==> src/rtl/sync_native_fifo_pkg.sv <==
// Shared types and helpers for sync_native_fifo: pointer compares, reset dout value, occupancy type.
package sync_native_fifo_pkg;

    // Wide unsigned carrier for pointers/counts; callers zero-extend into it.
    typedef logic [31:0] occ_t;

    localparam int unsigned MAX_DATA_W = 64;
    localparam logic [MAX_DATA_W-1:0] RST_DOUT = '0;

    function automatic logic ptr_empty(occ_t wp, occ_t rp);
        return wp == rp;
    endfunction

    // Address bits match and the wrap bit (bit aw) differs.
    function automatic logic ptr_full(occ_t wp, occ_t rp, int unsigned aw);
        return (wp ^ rp) == (occ_t'(1) << aw);
    endfunction

endpackage

==> src/rtl/sync_native_fifo_if.sv <==
// Native FIFO port bundle: master drives writes/reads, slave (the FIFO) responds.
// prog_full exists only with SYNC_NATIVE_FIFO_PROG_FULL_EN.
interface sync_native_fifo_if #(
    parameter int DATA_W = 4,
    parameter int DEPTH  = 16
);
    localparam int ADDR_W = $clog2(DEPTH);

    logic [DATA_W-1:0] din;
    logic              wr_en;
    logic              rd_en;
    logic [DATA_W-1:0] dout;
    logic              valid;
    logic              full;
    logic              empty;
    logic [ADDR_W:0]   data_count;
    logic              overflow;
    logic              underflow;
`ifdef SYNC_NATIVE_FIFO_PROG_FULL_EN
    logic              prog_full;

    modport master (output din, wr_en, rd_en,
                    input  dout, valid, full, empty, data_count, overflow, underflow, prog_full);
    modport slave  (input  din, wr_en, rd_en,
                    output dout, valid, full, empty, data_count, overflow, underflow, prog_full);
`else
    modport master (output din, wr_en, rd_en,
                    input  dout, valid, full, empty, data_count, overflow, underflow);
    modport slave  (input  din, wr_en, rd_en,
                    output dout, valid, full, empty, data_count, overflow, underflow);
`endif
endinterface

==> src/rtl/sync_native_fifo_ram.sv <==
// Simple dual-port RAM, sync write, sync read with enable; only the read register is reset.
module sync_native_fifo_ram
    import sync_native_fifo_pkg::*;
#(
    parameter int DATA_W = 4,
    parameter int DEPTH  = 16,
    parameter int ADDR_W = $clog2(DEPTH)
) (
    input  logic              clk,
    input  logic              srst_n,
    input  logic              we_i,
    input  logic [ADDR_W-1:0] waddr_i,
    input  logic [DATA_W-1:0] wdata_i,
    input  logic              re_i,
    input  logic [ADDR_W-1:0] raddr_i,
    output logic [DATA_W-1:0] rdata_o
);
    logic [DATA_W-1:0] mem [DEPTH];
    logic [DATA_W-1:0] rdata_q;

    always_ff @(posedge clk) begin
        if (we_i) mem[waddr_i] <= wdata_i;
    end

    // Output register maps onto the BRAM output latch sync reset.
    always_ff @(posedge clk) begin
        if (!srst_n)   rdata_q <= RST_DOUT[DATA_W-1:0];
        else if (re_i) rdata_q <= mem[raddr_i];
    end

    assign rdata_o = rdata_q;
endmodule

==> src/rtl/sync_native_fifo.sv <==
// Single-clock standard-read FIFO with registered flags, occupancy and error pulses.
// Optional prog_full output under SYNC_NATIVE_FIFO_PROG_FULL_EN.
module sync_native_fifo
    import sync_native_fifo_pkg::*;
#(
    parameter int DATA_W           = 4,
    parameter int DEPTH            = 16,
    parameter int PROG_FULL_THRESH = DEPTH - 2
) (
    input  logic                clk,
    input  logic                srst_n,
    sync_native_fifo_if.slave   bus
);
    localparam int ADDR_W = $clog2(DEPTH);
    localparam int PW     = ADDR_W + 1;
    localparam bit CFG_OK = (DEPTH >= 4) && ((DEPTH & (DEPTH - 1)) == 0) &&
                            (DATA_W >= 1) && (DATA_W <= int'(MAX_DATA_W)) &&
                            (PROG_FULL_THRESH >= 0) && (PROG_FULL_THRESH <= DEPTH);

    if (!CFG_OK) begin : g_cfg_err
        $error("sync_native_fifo: illegal DEPTH/DATA_W/PROG_FULL_THRESH");
    end

    logic [PW-1:0] wr_ptr_q, wr_ptr_d, rd_ptr_q, rd_ptr_d;
    logic [PW-1:0] cnt_q, cnt_d;
    logic          full_q, full_d, empty_q, empty_d;
    logic          valid_q, ovf_q, udf_q;
    logic          wr_acc, rd_acc;
    logic [DATA_W-1:0] rdata;

    // Flags are pre-edge state: no bypass in either direction.
    assign wr_acc = bus.wr_en & ~full_q  & srst_n;
    assign rd_acc = bus.rd_en & ~empty_q & srst_n;

    always_comb begin
        wr_ptr_d = wr_ptr_q + PW'(wr_acc);
        rd_ptr_d = rd_ptr_q + PW'(rd_acc);
        cnt_d    = cnt_q;
        if (wr_acc && !rd_acc)      cnt_d = cnt_q + PW'(1);
        else if (rd_acc && !wr_acc) cnt_d = cnt_q - PW'(1);
        full_d   = ptr_full(occ_t'(wr_ptr_d), occ_t'(rd_ptr_d), ADDR_W);
        empty_d  = ptr_empty(occ_t'(wr_ptr_d), occ_t'(rd_ptr_d));
    end

    always_ff @(posedge clk) begin
        if (!srst_n) begin
            wr_ptr_q <= '0;
            rd_ptr_q <= '0;
            cnt_q    <= '0;
            full_q   <= 1'b0;
            empty_q  <= 1'b1;
            valid_q  <= 1'b0;
            ovf_q    <= 1'b0;
            udf_q    <= 1'b0;
        end else begin
            wr_ptr_q <= wr_ptr_d;
            rd_ptr_q <= rd_ptr_d;
            cnt_q    <= cnt_d;
            full_q   <= full_d;
            empty_q  <= empty_d;
            valid_q  <= rd_acc;
            ovf_q    <= bus.wr_en & full_q;
            udf_q    <= bus.rd_en & empty_q;
        end
    end

    sync_native_fifo_ram #(
        .DATA_W (DATA_W),
        .DEPTH  (DEPTH),
        .ADDR_W (ADDR_W)
    ) u_ram (
        .clk     (clk),
        .srst_n  (srst_n),
        .we_i    (wr_acc),
        .waddr_i (wr_ptr_q[ADDR_W-1:0]),
        .wdata_i (bus.din),
        .re_i    (rd_acc),
        .raddr_i (rd_ptr_q[ADDR_W-1:0]),
        .rdata_o (rdata)
    );

`ifdef SYNC_NATIVE_FIFO_PROG_FULL_EN
    logic pfull_q;
    always_ff @(posedge clk) begin
        if (!srst_n) pfull_q <= 1'b0;
        else         pfull_q <= occ_t'(cnt_d) >= occ_t'(PROG_FULL_THRESH);
    end
    assign bus.prog_full = pfull_q;
`endif

    assign bus.dout       = rdata;
    assign bus.valid      = valid_q;
    assign bus.full       = full_q;
    assign bus.empty      = empty_q;
    assign bus.data_count = cnt_q;
    assign bus.overflow   = ovf_q;
    assign bus.underflow  = udf_q;
endmodule

==> src/flat_wrapper.sv <==
// flat-port wrapper written by rule: the top's interface ports become plain ports
module sync_native_fifo_flat import sync_native_fifo_pkg::*;
#(
    parameter int DATA_W           = 4,
    parameter int DEPTH            = 16,
    parameter int PROG_FULL_THRESH = DEPTH - 2
)
  (clk, srst_n, bus_din, bus_wr_en, bus_rd_en, bus_dout, bus_valid, bus_full, bus_empty, bus_data_count, bus_overflow, bus_underflow);
  sync_native_fifo_if #(.DATA_W(DATA_W), .DEPTH(DEPTH)) bus_i ();
  input  logic clk;
  input  logic srst_n;
  input wire logic [$bits(bus_i.din)-1:0] bus_din;
  input wire logic [$bits(bus_i.wr_en)-1:0] bus_wr_en;
  input wire logic [$bits(bus_i.rd_en)-1:0] bus_rd_en;
  output wire logic [$bits(bus_i.dout)-1:0] bus_dout;
  output wire logic [$bits(bus_i.valid)-1:0] bus_valid;
  output wire logic [$bits(bus_i.full)-1:0] bus_full;
  output wire logic [$bits(bus_i.empty)-1:0] bus_empty;
  output wire logic [$bits(bus_i.data_count)-1:0] bus_data_count;
  output wire logic [$bits(bus_i.overflow)-1:0] bus_overflow;
  output wire logic [$bits(bus_i.underflow)-1:0] bus_underflow;
  assign bus_i.din = bus_din;
  assign bus_i.wr_en = bus_wr_en;
  assign bus_i.rd_en = bus_rd_en;
  assign bus_dout = bus_i.dout;
  assign bus_valid = bus_i.valid;
  assign bus_full = bus_i.full;
  assign bus_empty = bus_i.empty;
  assign bus_data_count = bus_i.data_count;
  assign bus_overflow = bus_i.overflow;
  assign bus_underflow = bus_i.underflow;
  sync_native_fifo #(.DATA_W(DATA_W), .DEPTH(DEPTH), .PROG_FULL_THRESH(PROG_FULL_THRESH)) u_core (.clk(clk), .srst_n(srst_n), .bus(bus_i));
endmodule
==> config.mk <==
export PLATFORM = sky130hd
export DESIGN_NAME = sync_native_fifo_flat
export DESIGN_NICKNAME = d
export VERILOG_FILES = /design/src/rtl/sync_native_fifo_pkg.sv /design/src/rtl/sync_native_fifo_if.sv /design/src/rtl/sync_native_fifo_ram.sv /design/src/rtl/sync_native_fifo.sv /design/src/flat_wrapper.sv
export SDC_FILE = /design/constraint.sdc
export NUM_CORES = 1
export LEC_CHECK = 0
export CAP_MARGIN = 20
export CORE_UTILIZATION = 58
export CTS_CLUSTER_SIZE = 14
export DETAILED_ROUTE_END_ITERATION = 8
export PLACE_DENSITY = 0.76
export RECOVER_POWER = 25
export SETUP_SLACK_MARGIN = 0.4
export SLEW_MARGIN = 20
export SYNTH_ARGS = -nofsm -noshare
export SYNTH_HDL_FRONTEND = slang
export SYNTH_HIERARCHICAL = 1
export SYNTH_SLANG_ARGS = --single-unit
==> constraint.sdc <==
create_clock -name clk -period 4.35 [get_ports clk]
set_clock_uncertainty 0.2 [all_clocks]
set_input_delay 1.0875 -clock clk [delete_from_list [all_inputs] [get_ports clk]]
set_output_delay 1.0875 -clock clk [all_outputs]
set_load 0.05 [all_outputs]
== Word level (Yosys, flattened, before mapping) ==
Memory sizes are Yosys's and may differ from the RTL's. A register that Yosys moved wholly into a read port is not among the register bits.
Index checks and enable logic that the tools add are counted.
Cells by class
  eq/ne operators: 2
  muxes and demuxes: 4
  bitwise logic cells: 9
  reduce and logical (&&, ||, !) cells: 6
  $add $sub $neg: 4
Operators with widths (number)
  $eq A32 B5 Y1 const B: 1
  $add A5 B1 Y5: 2
  $mux W5: 2
  $and A1 B1 Y1: 6
  $add A5 B1 Y5 const B: 1
  $eq A5 B5 Y1: 1
  $sub A5 B1 Y5 const B: 1
  $xor A5 B5 Y5: 1
  $logic_not A1 Y1: 3
  $logic_and A1 B1 Y1: 2
  $mux W1: 2
  $not A1 Y1: 2
  $reduce_bool A2 Y1: 1
Word-level totals
  input bits: 8
  word-level logic and storage cells: 34
  RAM bits: 64
  bits in registers: 20
  memories kept: 1
  output and inout bits: 14
Memory list
  u_core.u_ram.mem: words 16, width 4, rd ports 1, clocked after memory_dff 1, write ports 1, line sync_native_fifo_ram.sv:18  | logic [DATA_W-1:0] mem [DEPTH];

== Longest topological paths before layout ==
  depth after elaboration: 7
  gate-level depth with buffers: 11
  gate-level depth less buffers: 10

== By module ==
The synthesis kept the hierarchy.
Modules (own cells, without submodules)
  sync_native_fifo_ram: cells an instance 177, times used 1, area each 2745.1 µm², seq. area each 2001.9 µm²
  sync_native_fifo: cells an instance 90, times used 1, area each 912.1 µm², seq. area each 400.4 µm²

== Worst setup path before layout ==
Ideal clock, no wire load.
  path type: input-to-reg
  start point: input srst_n
  end point: register u_core.cnt_q[4] (netlist: u_core/bus.data_count[4])
  data arrival time: 3113 ps
  library setup time: 76 ps
  required time: 4074 ps
  path buffers: 1
  setup slack: 962 ps
  stages: 11
  cells stage by stage: clkbuf_1 -> nand2_1 -> nor2_1 -> ha_1 -> inv_1 -> fa_1 -> a21o_1 -> a21oi_1 -> xnor2_1 -> or3_1 -> a21boi_0
Between the ends
  cells in the longest elaborated chain, start to end: 4
  elaborated cells on any way between the ends: 8
  those cells by class: mux (1); bitwise (2); reduce/logical (5)
Ends and longest elaborated chain
  start: declaration: line flat_wrapper.sv:11  | input logic srst_n;
  $and A1 B1 Y1 (*): line sync_native_fifo.sv:32  | assign wr_acc = bus.wr_en & ~full_q & srst_n;
  net u_core.wr_acc: line sync_native_fifo.sv:28  | logic wr_acc, rd_acc;
  $logic_not A1 Y1: line sync_native_fifo.sv:40  | else if (rd_acc && !wr_acc) cnt_d = cnt_q - PW'(1);
  $logic_and A1 B1 Y1: line sync_native_fifo.sv:40
  $reduce_bool A2 Y1 (no line)
  end signal: assignment: line sync_native_fifo.sv:58  | cnt_q <= cnt_d;
  end: declaration: line sync_native_fifo.sv:25  | logic [PW-1:0] cnt_q, cnt_d;
The timed path passes the listed nets; every way through them passes the cells marked *.
A chain may end at the register's enable or synchronous reset.

== Worst setup path in the final report ==
Same ends and word-level chain as after synthesis.

==> results by group <==
Critical path
  • Critical path buffer and inverter count: 2
  • Max incr delay on CP: between 500 and 600 ps
  • Worst Setup End Kind: flip-flop
  • Crit Path Max Fanout: 6
  • CP top delay family: buffers and inverters
  • Crit path DAT: 3710 ps
  • Startpoint types: primary input
  • CP Data Required Time: about 4400 ps
  • Crit path max-delay cell type: dlygate4sd3_1
  • WS Path Type: in -> reg
  • Worst-path cell chain: dlygate4sd3_1 -> nand2_1 -> nor2_1 -> ha_1 -> inv_1 -> fa_1 -> a21o_1 -> a21oi_1 -> xnor2_1 -> or3_1 -> a21boi_0

Route
  • Met2 wire length: 3164 um
  • Routed vias/inst: 5.642
  • Post-DR wirelength/cell: 17.63 um
  • Post-route DRC violation count: 0
  • WL met3: 378 um
  • 1st-iter DRT viols: 97
  • DRT met1 WL: 2822 um
  • Vias: around 2100
  • WL final: 6542 um
  • Final antenna-violating net count: 0
  • Top sig layer: met4
  • First drt pass iteration count: 4

GRT
  • Grt total ovfl: 0
  • GRT Util Overall: 0.2206
  • Vias in the first global route: between 2000 and 2500
  • First-pass GRT wire length: 10100 um
  • Initial antenna violation count: 0
  • Pin count of the biggest net entering global routing: 33

STA
  • Worst slew pin tran: 706.4 ps
  • Fin worst setup slack: 716.5 ps
  • Fmax: 275.2 MHz
  • Slew Limit Fails: 0
  • Ratio of final minimum period to clock period: 0.8353
  • Tmin final: 3634 ps
  • RSZ-0062 raised after global routing: false
  • Final hold violations: 0
  • Final setup TNS: 0 ps
  • Max_slew headroom: 0.5254
  • Setup Viol. Count Final: 0

Clock tree
  • # hold bufs at CTS: 0
  • CTS tree: built
  • Clock tree buffer depth: 2
  • H-tree Lvls: 3
  • Cells resized by post-CTS repair: 0
  • Root Buffer: clkbuf_8
  • Clock sink count: 88
  • Num CTS Buffers: 9
  • Clock Latency Late Sink: about 350 ps
  • Clk slew on worst S/H paths: 80 ps
  • Setup bufs post-CTS: 0

Synthesis
  • Post-synth top area cell: edfxtp_1
  • Mean Syn Cell Area: 13.70 um^2
  • Yosys warning total: 6
  • Yosys top cell area share: 0.5255
  • Synth Instances: 267
  • Synth Cell Area: 3657 um^2
  • Post-synth cell types: 34
  • Synthesized Nets: ~280
  • EDFF count, synth: 64
  • Seq cells post-synth: 88
  • Main synth FF type: edfxtp_1
  • Asr flop ratio synth: 0
  • Top post-synthesis cells by area: edfxtp_1, dfxtp_1, mux2i_1
  • Post-synthesis sequential area ratio: 0.6569

Floorplan
  • Io pins: 22
  • Die Wd: slightly above 80 um
  • Die Area: between 6000 and 7000 um^2
  • # rows: 28
  • Die Span Y: 81.41 um
  • Starting Density: 0.6105
  • Core Region: 5991 um^2

Placement
  • RePlAce Congestion: 0.8111
  • Post-place setup slack: 433.1 ps
  • Final HPWL DP: 4439 um
  • PortBufs: 21

Final layout
  • ANT cells: 0
  • Area grow syn2layout: 11.73%
  • Layout cells sized above 1: 0.06419
  • Nets: 308

Pwr
  • Comb power frac: 0.096
  • Switching Fraction: 0.2350
  • Pwr/cell area: 396.0 nW/um^2
  • LEAKAGE: between 1 and 1.5 nW
  • Switching pwr: 0.3803 mW
  • Sequential share of power: 0.573
  • Clk pwr share: 0.332
  • Peak supply drop: 0.0002710 V
  • Cell internal pwr: 1.238 mW
  • Power, Total: between 1.5 and 2 mW

Flow run
  • Total of max-cap violations: 0

Worst hold path
  • Worst hold path class: reg -> reg

Outcome
  • Run status: finished, final reports clean
path summary, 6_finish.rpt:
kind | from | end | slack, ps | cells past startpoint
worst max-delay path | srst_n | u_core/bus.data_count[4] | 720 | 11
worst min-delay path | u_core/u_ram/rdata_o[3] | u_core/u_ram/rdata_o[3] | 270 | 2
worst max register to register | u_core/bus.full | u_core/bus.data_count[4] | 1730 | 9
worst min register to register | u_core/u_ram/rdata_o[3] | u_core/u_ram/rdata_o[3] | 270 | 2
cell type report:
cell class              instances  area [um^2]
flip-flops and latches         88         2404
fillers                       432         1904
multi-input cells             166         1167
repair buffers                 23        221.5
clock buffers                  11        131.4
well taps                      75        93.84
clock inverters                 5        57.56
inverters                       3        11.26
stage by stage:
stage	std cells	utilization	cell area (um^2)	hold WS, ps
finish	371	0.6821	4086	270.2
global route	371	0.6821	4086	284.9
CTS	371	0.6827	4090	275.9
detailed placement	355	0.6512	3901	259.8
global placement	355	0.6512	3901	244.5
floorplan	267	-	3657	308.0
logic make-up after synthesis:
kind of cell    Yosys count  synth area share
xor+xnor                 15           0.03798
simple gates             88            0.1218
flops                    88            0.6569
buf+inv                  13           0.02395
fa+ha+maj                 9           0.03284
mux                      33           0.09032
compound gates           21           0.03626
per-layer routing:
layer | GRT usage | vias up
met2 | 0.3350 | 66
met5 | 0 | -
met1 | 0.2816 | 999
met4 | 0.1536 | 0
met3 | 0.04719 | 12
li1 | - | 1016
cells in the final DEF, fill, tap and decap left out, drive strengths merged:
cell type      instances
and2                   9
edfxtp                64
nand2b                 2
or2                    1
clkinvlp               2
inv                    3
or4                    1
xor2                  10
clkbuf                12
mux2i                 33
or3b                   1
or3                    1
dlygate4sd3            4
bufinv                 1
a22oi                  8
fa                     1
nor3                   4
nand4                  4
nand2                 22
buf                    1
a21o                   2
dfxtp                 24
nor2b                  9
clkdlybuf4s50         17
a21oi                  6
ha                     8
nand3b                 3
and3                   3
nand3                 13
clkinv                 2
o21ai                  4
a21boi                 1
nor2                  15
xnor2                  5
synth_stat cells (all sizes together), types with 2 or more instances:
cell    number
nand4        4
a21oi        6
a22oi        8
dfxtp       24
nor3         4
clkbuf       5
inv          3
xnor2        5
edfxtp      64
o21ai        4
nand3       13
nor2        15
nand2b       2
ha           8
xor2        10
nor2b        9
nand2       22
a21o         2
and2         9
and3         3
nand3b       3
mux2i       33
buf          5
registers in the layout, indices dropped and copies added, names as in the netlist:
name / flops
u_core/u_ram/mem: 64
u_core/bus.data_count: 5
u_core/rd_ptr_q: 5
u_core/wr_ptr_q: 5
u_core/u_ram/rdata_o: 4
u_core/bus.empty: 1
u_core/bus.full: 1
u_core/bus.overflow: 1
u_core/bus.underflow: 1
u_core/bus.valid: 1
tightest hold or removal path: stages (launching register included):
cell	delay (ps)
dfxtp_1	320
nand2_1	50
nand3_1	50
power by group through the flow:
stage	combinational (mW)	sequential (mW)	clock (mW)
after global routing	0.169	0.929	0.573
final	0.155	0.927	0.537
after floorplan	0.0653	0.981	0
after detailed placement	0.155	0.946	0
after CTS	0.156	0.927	0.544
after global placement	0.151	0.946	0
No activity file was read; power rests on OpenSTA's default activity.
